$ cat src/rtl/mem_wb_stage.sv
`default_nettype none
// ============================================================================
//  Module      : mem_wb_stage
//  Description : Final pipeline stage. Non-memory results retire to the
//                register file one cycle after acceptance; loads and stores
//                issue a held bus request and stall the pipeline (o_ready low)
//                until the bus acknowledges. Loads then write the returned
//                data back; stores retire with no register write.
//  Revision    : 1.0 - initial release
// ============================================================================
module mem_wb_stage #(
    parameter int RW    = 16,
    parameter int REGNO = 8
) (
    input  logic             i_clk,
    input  logic             i_rst_n,
    input  logic             i_submit,
    output logic             o_ready,
    input  logic [RW-1:0]    i_data,
    input  logic [RW-1:0]    i_addr,
    input  logic [REGNO-1:0] i_reg_ie,
    input  logic             i_mem_access,
    input  logic             i_mem_we,
    output logic             o_mem_req,
    output logic             o_mem_we,
    output logic [RW-1:0]    o_mem_addr,
    output logic [RW-1:0]    o_mem_data,
    input  logic             i_mem_ack,
    input  logic [RW-1:0]    i_mem_data,
    output logic [REGNO-1:0] o_reg_ie,
    output logic [RW-1:0]    o_reg_data
);

    localparam logic [0:0] ST_IDLE = 1'b0;
    localparam logic [0:0] ST_MEM  = 1'b1;

    logic [0:0]       state_q,    state_d;
    logic             mem_req_q,  mem_req_d;
    logic             mem_we_q,   mem_we_d;
    logic [RW-1:0]    mem_addr_q, mem_addr_d;
    logic [RW-1:0]    mem_data_q, mem_data_d;
    logic [REGNO-1:0] lat_ie_q,   lat_ie_d;    // destination held while the bus access is in flight
    logic [REGNO-1:0] reg_ie_q,   reg_ie_d;
    logic [RW-1:0]    reg_data_q, reg_data_d;

    // Ready depends on state alone so execute never sees a path from submit or ack.
    assign o_ready    = (state_q == ST_IDLE);
    assign o_mem_req  = mem_req_q;
    assign o_mem_we   = mem_we_q;
    assign o_mem_addr = mem_addr_q;
    assign o_mem_data = mem_data_q;
    assign o_reg_ie   = reg_ie_q;
    assign o_reg_data = reg_data_q;

    // Next-state: accept in IDLE, wait for ack in MEM; writeback enable is a one-cycle pulse.
    always_comb begin
        state_d    = state_q;
        mem_req_d  = mem_req_q;
        mem_we_d   = mem_we_q;
        mem_addr_d = mem_addr_q;
        mem_data_d = mem_data_q;
        lat_ie_d   = lat_ie_q;
        reg_ie_d   = '0;
        reg_data_d = reg_data_q;
        case (state_q)
            ST_IDLE: begin
                if (i_submit) begin
                    if (!i_mem_access) begin
                        reg_ie_d   = i_reg_ie;
                        reg_data_d = i_data;
                    end else begin
                        mem_req_d  = 1'b1;
                        mem_we_d   = i_mem_we;
                        mem_addr_d = i_addr;
                        mem_data_d = i_data;
                        lat_ie_d   = i_reg_ie;
                        state_d    = ST_MEM;
                    end
                end
            end
            ST_MEM: begin
                if (i_mem_ack) begin
                    mem_req_d = 1'b0;
                    mem_we_d  = 1'b0;
                    state_d   = ST_IDLE;
                    // Stores never write the register file, whatever destination came with them.
                    if (!mem_we_q) begin
                        reg_ie_d   = lat_ie_q;
                        reg_data_d = i_mem_data;
                    end
                end
            end
            default: begin
                state_d = ST_IDLE;
            end
        endcase
    end

    // State registers; reset abandons any in-flight access without writeback.
    always_ff @(posedge i_clk or negedge i_rst_n) begin
        if (!i_rst_n) begin
            state_q    <= ST_IDLE;
            mem_req_q  <= 1'b0;
            mem_we_q   <= 1'b0;
            mem_addr_q <= '0;
            mem_data_q <= '0;
            lat_ie_q   <= '0;
            reg_ie_q   <= '0;
            reg_data_q <= '0;
        end else begin
            state_q    <= state_d;
            mem_req_q  <= mem_req_d;
            mem_we_q   <= mem_we_d;
            mem_addr_q <= mem_addr_d;
            mem_data_q <= mem_data_d;
            lat_ie_q   <= lat_ie_d;
            reg_ie_q   <= reg_ie_d;
            reg_data_q <= reg_data_d;
        end
    end

endmodule
`default_nettype wire

$ cat config.mk
export PLATFORM = sky130hd
export DESIGN_NAME = mem_wb_stage
export DESIGN_NICKNAME = d
export VERILOG_FILES = /design/src/rtl/mem_wb_stage.sv
export SDC_FILE = /design/constraint.sdc
export NUM_CORES = 1
export LEC_CHECK = 0
export ABC_AREA = 0
export CORE_MARGIN = 1
export CORE_UTILIZATION = 45
export CTS_CLUSTER_DIAMETER = 60
export DETAILED_ROUTE_END_ITERATION = 8
export PLACE_DENSITY = 0.92
export SLEW_MARGIN = 15
export SYNTH_ARGS = -nofsm -noshare
export SYNTH_HDL_FRONTEND = slang
export SYNTH_SLANG_ARGS = --single-unit
$ cat constraint.sdc
create_clock -name i_clk -period 2.5 [get_ports i_clk]
set_clock_uncertainty 0.05 [all_clocks]
set_input_delay 0.375 -clock i_clk [delete_from_list [all_inputs] [get_ports i_clk]]
set_output_delay 0.375 -clock i_clk [all_outputs]
set_load 0.1 [all_outputs]
# Word level (Yosys, flattened, before mapping)
# Index checks and enable logic that the tools add are counted.
# W data, S select, Z words.
[totals]
reg_bits = 67
latchBits = 0
ram_bits = 0
romBits = 0
input_bits = 62
elab_cells = 38
memories = 0
[classes]
add_sub_neg = 0
n_mul = 0
div_mod_pow = 0
n_lt_le_gt_ge = 0
n_eq_ne = 5
n_shift = 0
mux = 21
bitwise_logic = 1
reduce_logical = 3
[ops]
columns = ["op", "count"]
rows = [
  ["$mux W16", 4],
  ["$mux W8", 4],
  ["$pmux W16 S2", 1],
  ["$pmux W8 S2", 1],
  ["$mux W1", 8],
  ["$ne A2 B2 Y1 const B", 4],
  ["$pmux W1 S2", 3],
  ["$reduce_and A3 Y1", 2],
  ["$reduce_and A4 Y1", 1],
  ["$ne A2 B1 Y1 const B", 1],
  ["$not A1 Y1", 1],
]

# Longest topological paths before layout
[depth]
depth_word = 3
ltp_mapped = 5

# Worst setup path after synthesis
# OpenSTA, ideal clock, no wires.
[synth_timing]
path_kind = "reg-to-reg"
startpoint = "register mem_we_q, in the netlist o_mem_we"
endpoint = "register reg_data_q[10], in the netlist o_reg_data[10]"
setup_ns = 0.126
arrival_time_ns = 1.762
required_ns = 2.324
setup_slack_ns = 0.562
path_stages_with_launch = 4
synth_period_minus_slack_ns = 1.938
path_cell_list = "dfrtp_1 -> clkbuf_1 -> and4b_1 -> a311o_1"
[synth_between]
elab_chain_cells = 2
[synth_rtl]
columns = ["element", "line_no", "text"]
rows = [
  ["from (decl)", "39", "logic mem_we_q, mem_we_d;"],
  ["from (signal assigned)", "113", "mem_we_q <= mem_we_d;"],
  ["$ne A2 B2 Y1 (no source line)", "--", ""],
  ["$reduce_and A4 Y1 (no source line)", "--", ""],
  ["to (signal assigned)", "118", "reg_data_q <= reg_data_d;"],
  ["to (decl)", "44", "logic [RW-1:0] reg_data_q, reg_data_d;"],
]
# No other way between the ends.
# A chain may end at the register's enable or synchronous reset.

# Worst setup path after layout
[layout_timing]
startpoint = "input port i_mem_access"
endpoint = "register reg_data_q[5], in the netlist o_reg_data[5]"
[layout_between]
elab_chain_cells = 2
[layout_rtl]
columns = ["element", "line_no", "text"]
rows = [
  ["from (decl)", "22", "input logic i_mem_access,"],
  ["$ne A2 B2 Y1 (no source line)", "--", ""],
  ["$reduce_and A4 Y1 (no source line)", "--", ""],
]
# No other way between the ends.

==> impl_results.md <==
- Yosys top cell by area: dfrtp_1
- Vias in the first global route: 2233
- Final WS setup: 0.552 ns
- Diode count: 0
- WP data arrival: 2.11 ns
- Drt total wl: 7.01 mm
- Initial DRT Pass Iterations: 5
- Post-route insts no fill: 394
- Gpl congestion: 0.746
- Die X: 81.8 um
- First-pass GRT wire length: 11.1 mm
- Synth top area share: 58.5%
- Layout cells sized above 1: 40.1%
- H-tree lvl count: 3
- Crit-path max cell delay: 0.70 ns
- Worst-margin pin slew: 0.728 ns
- Post-CTS setup buffers: 0
- I/O Buffers: 120
- CP top delay family: simple AND/OR/NAND/NOR gates
- Number of gates resized after cts: 0
- Final Setup Violations: 0
- Clk network pwr share: 21.1%
- Int Power: 2.44 mW
- Starting Density: 47.6%
- Peak Freq: 0.513 GHz
- Cts hold-fix bufs: 0
- Global Route Usage Sum: 22.3%
- CTS Sinks: 67
- Peak supply drop: 0.000633 V
- Count of cell types in the netlist: 19
- Status: completed
- DP Worst Slack: 0.224 ns
- Synth warn: 0
- Placed cells: 378
- Die Ht: 81.8 um
- Post-layout min period: 1.95 ns
- Clock latency on the worst-skew pair: 0.33 ns
- DP HPWL: 4.90 mm
- Initial antenna violation count: 0
- Leading post-synthesis cells by cell area: dfrtp_1 58%, mux2_2 16%, a311o_1 5.6%
- Logic pwr share: 48.8%
- Rel. slew slack: 51.4%
- #FFs+latches synth: 67
- Mapped Nets: 255
- Critical Path RT: 2.66 ns
- Final Hold Viols: 0
- Core footprint: 6030 um2
- Layout area overhead: 46.8%
- TritonCTS clock tree: done
- DRC: 0
- Post-DR wirelength/cell: 17.8 um
- Worst path slowest cell: or3b_1
- CP Class: input port to flip-flop
- Crit end category: flip-flop
- Slew Limit Fails: 0
- R2r setup slk: 0.59 ns
- Nets: 376
- Buf/Inv on CP: 1
- Sequential fraction of the synthesis area: 58.5%
- DIE AREA: 6700 um2
- Post-route ant nets: 0
- Sequential share of power: 30.1%
- Power density cells: 1140 nW/um2
- Most frequent cells in the layout: 67 x dfrtp_1, 67 x buf_4, 60 x clkdlybuf4s50_1, 41 x mux2_2
- Synth Instances: 193
- Period utilization: 77.9%
- Min-delay worst type: input port to async pin
- Switch share: 49.0%
- Vias: 2209
- Routed vias/inst: 5.61
- Largest net degree at the start of global routing: 37
- Rows: 28
- Psw: 2.34 mW
- RSZ-0062 raised after global routing: no
- Crit-path cells: clkdlybuf4s50_1 -> or3b_1 -> a311o_1
- Residual overflow from global routing: 0
- Max-cap violations: 0
- Synthesized area per cell: 14.9 um2
- Worst-path fanout max: 16
- CTS buffer count: 9
- Synthesized cell area: 2870 um2
- I/O pin count: 121
- Leak pwr: 1.92 nW
- Final setup TNS: 0 ns
- DR iter-0 viols: 98
- Root Driver: clkbuf_8
- Max Buffers Root-to-Sink: 2
- Clock Pin Slew Worst Setup and Hold Paths: 0.07 ns
- Startpoint Class: input port
==> metrics by stage <==
step / area (um2) / total power [mW] / hold WS (ns) / utilization (%)
after floorplan: 2870 / 3.23 / 0.0294 / -
after global placement: 3990 / 3.76 / 0.424 / 66.2
after detailed placement: 3990 / 3.80 / 0.430 / 66.2
after CTS: 4210 / 4.81 / 0.0651 / 69.9
after global routing: 4210 / 4.95 / 0.110 / 69.9
final: 4210 / 4.79 / 0.0458 / 69.9
==> cells by family (layout without fill, tap and decap cells) <==
| group | Yosys count | in the layout | synth area share (%) |
|---|---|---|---|
| compound gates | 27 | 27 | 8.81 |
| buf+inv | 20 | 146 | 3.75 |
| flops | 67 | 67 | 58.5 |
| mux | 41 | 41 | 16.1 |
| simple gates | 38 | 38 | 12.9 |
==> synthesized netlist by cell type (all sizes together) <==
| library cell | number |
|---|---|
| dfrtp | 67 |
| mux2 | 41 |
| a311o | 16 |
| and4b | 16 |
| nor4bb | 16 |
| clkbuf | 10 |
| buf | 9 |
| a22o | 8 |
| nand3b | 2 |
| a21bo | 1 |
| a21boi | 1 |
| and3b | 1 |
| inv | 1 |
| nand2 | 1 |
| nor3b | 1 |
| o21ai | 1 |
| or3b | 1 |
==> flip-flops by register name (all words and copies together) (netlist names) <==
register / flops
o_mem_req: 1
o_mem_addr: 16
o_reg_data: 16
state_q: 1
o_reg_ie: 8
o_mem_we: 1
lat_ie_q: 8
o_mem_data: 16
==> layer usage <==
metal  GRT usage [%]  vias to the layer above  part of all wire [%]
met3            7.00                        7                   7.1
met5               0                        -                     0
li1                -                      992                     -
met1            30.8                     1114                    43
met2            33.6                       96                    48
met4            6.49                        0                   1.1
==> worst register-to-register path, cell delays in order (launching register included) <==
cell	delay (ns)
dfrtp_1	0.65
nand3b_1	0.59
a311o_1	0.51
==> power by group through the flow <==
stage / Sequential (mW) / Combinational (mW) / Clock [mW]
global placement: 1.45 / 2.32 / 0
floorplan: 2.90 / 0.331 / 0
global route: 1.47 / 2.40 / 1.08
detailed placement: 1.46 / 2.34 / 0
CTS: 1.44 / 2.35 / 1.03
finish: 1.44 / 2.34 / 1.01
==> worst paths after layout <==
check                             start  cells after the start             end
max in group asynchronous       i_rst_n                      2  o_mem_addr[14]
setup reg to reg                state_q                      2   o_reg_data[5]
hold reg to reg             lat_ie_q[3]                      1     o_reg_ie[3]
hold / removal                  i_rst_n                      1   o_reg_data[5]
setup / recovery           i_mem_access                      3   o_reg_data[5]
min in group i_clk          lat_ie_q[3]                      1     o_reg_ie[3]
==> final cells by class <==
class                           instances  area, um2
Clock buffer                            9        124
Clock inverter                          7       98.8
Fill cell                             455       1820
Inverter                                1       3.75
Multi-Input combinational cell        106       1080
Sequential cell                        67       1680
Tap cell                               75       93.8
Timing Repair Buffer                  129       1130
Note: power is estimated with default switching activity, not from simulation.
